File: src/rtl/seg_display_sched.sv
// Display scheduler for the 6-digit multiplexed seven-segment driver.
// It shares the display between a persistent base value and a one-shot
// message. The message is held on the display for MSG_HOLD_MS cycles.
// In base mode it applies leading-zero blanking and per-digit blinking.
// All timing runs off CLK_1K, so one cycle is one millisecond.
module seg_display_sched #(
    parameter int MSG_HOLD_MS   = 2000,
    parameter int BLINK_HALF_MS = 250
) (
    input  logic        FPGA_nRST,
    input  logic        CLK_1K,
    input  logic [23:0] base_number,
    input  logic [5:0]  base_dot,
    input  logic [5:0]  blink_mask,
    input  logic        lz_en,
    input  logic        msg_req,
    input  logic [23:0] msg_number,
    input  logic [5:0]  msg_dot,
    input  logic [5:0]  msg_hide,
    output logic        msg_ack,
    output logic        msg_active,
    output logic [23:0] Number,
    output logic [5:0]  Hide,
    output logic [5:0]  Dot
);

    localparam logic [11:0] HOLD_LAST  = 12'(MSG_HOLD_MS - 1);
    localparam logic [9:0]  BLINK_LAST = 10'(BLINK_HALF_MS - 1);

    typedef enum logic {
        ST_BASE = 1'b0,
        ST_MSG  = 1'b1
    } state_t;

    state_t      state_reg, state_next;
    logic        req_d_reg;
    logic [11:0] hold_cnt_reg, hold_cnt_next;
    logic [9:0]  blink_cnt_reg, blink_cnt_next;
    logic        blink_phase_reg, blink_phase_next;
    logic [23:0] msg_number_reg, msg_number_next;
    logic [5:0]  msg_dot_reg, msg_dot_next;
    logic [5:0]  msg_hide_reg, msg_hide_next;
    logic [23:0] number_reg, number_next;
    logic [5:0]  hide_reg, hide_next;
    logic [5:0]  dot_reg, dot_next;
    logic        msg_ack_reg, msg_ack_next;
    logic        msg_active_reg, msg_active_next;

    logic        req_rise;
    logic [5:0]  lz_hide;
    logic [5:0]  base_hide;

    // A level held high only counts once: act on the 0->1 transition.
    assign req_rise = msg_req & ~req_d_reg;

    // Digit i is blank when every nibble from i up to the top is zero.
    // The rightmost digit is never blanked, so a value of zero shows "0".
    assign lz_hide[0] = 1'b0;
    for (genvar gi = 1; gi < 6; gi++) begin : g_lz
        assign lz_hide[gi] = lz_en & (base_number[23:4*gi] == '0);
    end

    assign base_hide = lz_hide | (blink_mask & {6{blink_phase_reg}});

    // The blink generator runs in both states, so the blink stays in step
    // across message interruptions.
    always_comb begin
        blink_cnt_next   = blink_cnt_reg + 10'd1;
        blink_phase_next = blink_phase_reg;
        if (blink_cnt_reg == BLINK_LAST) begin
            blink_cnt_next   = 10'd0;
            blink_phase_next = ~blink_phase_reg;
        end
    end

    // Next-state and output selection. A new request always wins, even on
    // the timeout edge, and the latest message replaces any current one.
    always_comb begin
        state_next      = state_reg;
        hold_cnt_next   = hold_cnt_reg;
        msg_number_next = msg_number_reg;
        msg_dot_next    = msg_dot_reg;
        msg_hide_next   = msg_hide_reg;
        number_next     = base_number;
        hide_next       = base_hide;
        dot_next        = base_dot;
        msg_ack_next    = 1'b0;
        msg_active_next = msg_active_reg;

        if (req_rise) begin
            state_next      = ST_MSG;
            hold_cnt_next   = 12'd0;
            msg_number_next = msg_number;
            msg_dot_next    = msg_dot;
            msg_hide_next   = msg_hide;
            number_next     = msg_number;
            hide_next       = msg_hide;
            dot_next        = msg_dot;
            msg_ack_next    = 1'b1;
            msg_active_next = 1'b1;
        end else begin
            case (state_reg)
                ST_BASE: begin
                    msg_active_next = 1'b0;
                end
                ST_MSG: begin
                    if (hold_cnt_reg == HOLD_LAST) begin
                        state_next      = ST_BASE;
                        msg_active_next = 1'b0;
                    end else begin
                        hold_cnt_next = hold_cnt_reg + 12'd1;
                        number_next   = msg_number_reg;
                        hide_next     = msg_hide_reg;
                        dot_next      = msg_dot_reg;
                    end
                end
                default: begin
                    state_next      = ST_BASE;
                    msg_active_next = 1'b0;
                end
            endcase
        end
    end

    // State registers. Reset blanks the display and discards any message.
    always_ff @(posedge CLK_1K or negedge FPGA_nRST) begin
        if (!FPGA_nRST) begin
            state_reg       <= ST_BASE;
            req_d_reg       <= 1'b0;
            hold_cnt_reg    <= 12'd0;
            blink_cnt_reg   <= 10'd0;
            blink_phase_reg <= 1'b0;
            msg_number_reg  <= 24'd0;
            msg_dot_reg     <= 6'd0;
            msg_hide_reg    <= 6'd0;
            number_reg      <= 24'd0;
            hide_reg        <= 6'b111111;
            dot_reg         <= 6'd0;
            msg_ack_reg     <= 1'b0;
            msg_active_reg  <= 1'b0;
        end else begin
            state_reg       <= state_next;
            req_d_reg       <= msg_req;
            hold_cnt_reg    <= hold_cnt_next;
            blink_cnt_reg   <= blink_cnt_next;
            blink_phase_reg <= blink_phase_next;
            msg_number_reg  <= msg_number_next;
            msg_dot_reg     <= msg_dot_next;
            msg_hide_reg    <= msg_hide_next;
            number_reg      <= number_next;
            hide_reg        <= hide_next;
            dot_reg         <= dot_next;
            msg_ack_reg     <= msg_ack_next;
            msg_active_reg  <= msg_active_next;
        end
    end

    assign Number     = number_reg;
    assign Hide       = hide_reg;
    assign Dot        = dot_reg;
    assign msg_ack    = msg_ack_reg;
    assign msg_active = msg_active_reg;

endmodule

File: config.mk
export PLATFORM = sky130hd
export DESIGN_NAME = seg_display_sched
export DESIGN_NICKNAME = d
export VERILOG_FILES = /design/src/rtl/seg_display_sched.sv
export SDC_FILE = /design/constraint.sdc
export NUM_CORES = 1
export LEC_CHECK = 0
export CORE_AREA = 4 4 134 98
export CTS_CLUSTER_DIAMETER = 200
export DETAILED_ROUTE_END_ITERATION = 8
export DIE_AREA = 0 0 138 102
export PLACE_DENSITY = 0.71
export RECOVER_POWER = 100
export SLEW_MARGIN = 20
export SYNTH_ARGS = -nofsm -noshare
export SYNTH_HDL_FRONTEND = slang
export SYNTH_SLANG_ARGS = --single-unit
File: constraint.sdc
create_clock -name CLK_1K -period 2.9 [get_ports CLK_1K]
set_clock_uncertainty 0.1 [all_clocks]
set_input_delay 0.435 -clock CLK_1K [delete_from_list [all_inputs] [get_ports CLK_1K]]
set_output_delay 0.435 -clock CLK_1K [all_outputs]
set_load 0.02 [all_outputs]
==> results.md <==
| Quantity | Reported |
|---|---|
| Power density cells | 581 nW/µm² |
| Combined area of the multi-input logic cells | 1440 µm² |
| Post-synth net total | 485 |
| Worst hold slack | 0.367 ns |
| Antenna violations before repair | 0 |
| Worst-margin pin slew | 1.30 ns |
| Wire per inst | 14.9 µm |
| Total via count after detailed routing | 3325 |
| CP Capture Type | register |
| CTS buffer count | 9 |
| Post-detailed-route count of antenna-violating nets | 0 |
| RSZ-0062 raised after global routing | no |
| H-tree lvl count | 3 |
| Via density per instance | 4.86 |
| Data required time at the worst endpoint | 2.98 ns |
| GR Util All Layers | 0.149 |
| CTS tree | done |
| X dimension of the die | 138 µm |
| Synthesized instance count | 406 |
| Maximum achievable frequency | 435 MHz |
| Status | finished, final reports clean |
| Fin Setup TNS | 0 ns |
| Total setup violations reported at the end of the flow | 0 |
| Layout-stage area growth over the synthesis result | 38.8% |
| Starting utilization of the core area | 0.339 |
| Post-layout total power | 3.28 mW |
| Final antenna diode count | 0 |
| Largest net degree at the start of global routing | 73 |
| CTS root buf | sky130_fd_sc_hd__clkbuf_16 |
| CTS Sinks | 99 |
| Final GP Congestion | 0.807 |
| Final critical delay including setup and external delays | 2.30 ns |
| Wire length after detailed routing | 10200 µm |
| Cells after DPL | 667 |
| Clock tree buffer depth | 2 |
| Commonest non-fill, non-tap cells in the layout | sky130_fd_sc_hd__nand2_1 (121), sky130_fd_sc_hd__dfrtp_1 (93), sky130_fd_sc_hd__clkdlybuf4s50_1 (73) |
| Data arrival at the endpoint of the critical path | 2.38 ns |
| Sequential cell area | 2480 µm² |
| Total half-perimeter wirelength after legalization and detailed placement | 7340 µm |
| Die area | 14100 µm² |
| Synth Register Bits | 99 |
| Placeable Area | 12000 µm² |
| WS Path Type | register to register |
| Nets | 596 |
| Number of distinct library cells after synthesis | 33 |
| Max Cap Viol | 0 |
| Final count of pins violating max slew | 0 |
| Number of hold violations in the final report | 0 |
| Vias in the first global route | 3281 |
| Number of DRC markers in iteration 0 | 226 |
| Number of instances resized during post-cts repair | 0 |
| Worst hold path type | register to register |
| Die Span Y | 102 µm |
| Relative slew slack | 0.125 |
| Total gr overflow | 0 |
| Post-CTS setup buffer count | 0 |
| First-pass DRT Iterations | 4 |
| Part of the Yosys area used for sequential elements | 0.611 |
| Final period util | 0.794 |
| Post-CTS clock slew at the launch and capture registers of the worst setup and hold paths | 0.07 ns |
| # IOs | 114 |
| Worst supply voltage drop on vdd | 283 µV |
| Clk Latency, worst-skew pair | 0.33 ns |
| Average cell area after synthesis | 10.0 µm² |
| Most common library cell in the layout ignoring fill and taps | sky130_fd_sc_hd__nand2_1 |
| Summed instance area of the synthesized netlist | 4070 µm² |
| Crit start category | register |
| Total DRC errors in the routed layout | 0 |
| Global-route wire length before repair | 16800 µm |
| Buffers on Ports | 113 |
| Fill cell instance count of the final layout | 1096 |
| Warnings from Yosys | 0 |
| Leakage Power | 2.45 nW |
| Peak fanout along the critical path | 30 |
| Fraction of final layout cells sized beyond drive strength 1 | 0.0536 |
| Non-filler cells in the finished layout | 684 |
| Number of core rows | 34 |
==> cells in the mapped netlist <==
library cell	instances	area, µm²
sky130_fd_sc_hd__buf_2	6	30.0
sky130_fd_sc_hd__and2_1	1	6.26
sky130_fd_sc_hd__or4b_4	1	13.8
sky130_fd_sc_hd__o211ai_1	32	240
sky130_fd_sc_hd__xor2_1	5	43.8
sky130_fd_sc_hd__nand4b_1	1	8.76
sky130_fd_sc_hd__nand2b_1	1	6.26
sky130_fd_sc_hd__a211oi_1	1	7.51
sky130_fd_sc_hd__o31a_1	1	8.76
sky130_fd_sc_hd__clkbuf_1	11	41.3
sky130_fd_sc_hd__o31ai_1	1	7.51
sky130_fd_sc_hd__buf_1	3	11.3
sky130_fd_sc_hd__nor4_1	6	37.5
sky130_fd_sc_hd__or4_1	1	7.51
sky130_fd_sc_hd__o311ai_0	1	8.76
sky130_fd_sc_hd__nor4_2	1	12.5
sky130_fd_sc_hd__a21oi_1	8	40.0
sky130_fd_sc_hd__nand2_1	121	454
sky130_fd_sc_hd__a221oi_1	2	17.5
sky130_fd_sc_hd__o31ai_4	1	21.3
sky130_fd_sc_hd__clkinv_1	1	3.75
sky130_fd_sc_hd__ha_1	3	37.5
sky130_fd_sc_hd__inv_1	5	18.8
sky130_fd_sc_hd__dfrtp_1	93	2330
sky130_fd_sc_hd__o21ai_0	10	50.1
sky130_fd_sc_hd__xnor2_1	10	87.6
sky130_fd_sc_hd__nand3_1	38	190
sky130_fd_sc_hd__dfstp_2	6	158
sky130_fd_sc_hd__or3_1	6	37.5
sky130_fd_sc_hd__nand4_1	4	25.0
sky130_fd_sc_hd__nor3_1	3	15.0
sky130_fd_sc_hd__buf_4	2	15.0
sky130_fd_sc_hd__nor2_1	20	75.1
==> stage by stage <==
step           worst slack (ns)   util  area (µm²)
2_1_floorplan             0.929      -        4070
3_3_place_gp              0.604  0.449        5390
3_5_place_dp              0.543  0.449        5390
4_1_cts                   0.724  0.474        5690
5_1_grt                   0.459  0.470        5640
6_report                  0.599  0.470        5640
==> cell type report <==
class / instances / share of cell area
sequential: 99 / 0.440
multi-input combinational: 279 / 0.255
timing repair buffer: 122 / 0.213
clock buffer: 10 / 0.0406
tap: 162 / 0.0359
clock inverter: 6 / 0.0113
inverter: 6 / 0.00399
==> layer usage <==
metal / up-vias / track usage / routed length (µm)
li1: 1606 / - / -
met1: 1590 / 0.199 / 4670
met2: 119 / 0.231 / 4640
met3: 10 / 0.0580 / 751
met4: 0 / 0.0372 / 123
met5: - / 0 / 0
==> repair_timing <==
| action | in CTS | in global routing |
|---|---|---|
| setup endpoints to repair | 0 | 0 |
| hold buffers | 1 | 0 |
| hold endpoints to repair | 32 | 0 |
==> cells by family after synthesis <==
logic type,synth area share
simple gates,0.219
flops,0.611
compound gates,0.0988
buf+inv,0.0295
xor+xnor,0.0323
fa+ha+maj,0.00923
==> worst max-delay path, stage by stage, from the launching register on <==
cell and delay, ns:
sky130_fd_sc_hd__dfrtp_1 0.42, sky130_fd_sc_hd__or4b_1 0.57, sky130_fd_sc_hd__o31ai_1 0.34, sky130_fd_sc_hd__buf_4 0.39
sky130_fd_sc_hd__nor4_1 0.12, sky130_fd_sc_hd__xnor2_1 0.16, sky130_fd_sc_hd__nor2_1 0.06
==> report_power, final <==
part	leakage [nW]	switching (mW)	internal, mW
clock network	0.139	0.497	0.669
logic	1.09	0.274	0.250
registers	1.22	0.0531	1.53
total	2.45	0.824	2.45
==> final timing paths <==
kind                                        start           endpoint  slack [ns]  cells past startpoint
worst max-delay path              hold_cnt_reg[4]   hold_cnt_reg[11]        0.60                      6
worst min-delay path            msg_number_reg[7]  msg_number_reg[7]        0.37                      2
worst max register to register    hold_cnt_reg[4]   hold_cnt_reg[11]        0.60                      6
worst min register to register  msg_number_reg[7]  msg_number_reg[7]        0.37                      2
max in group asynchronous               FPGA_nRST    hold_cnt_reg[6]        0.92                      3
min in group asynchronous               FPGA_nRST             Dot[0]        0.49                      2
Power figures use the tool's default switching activity.
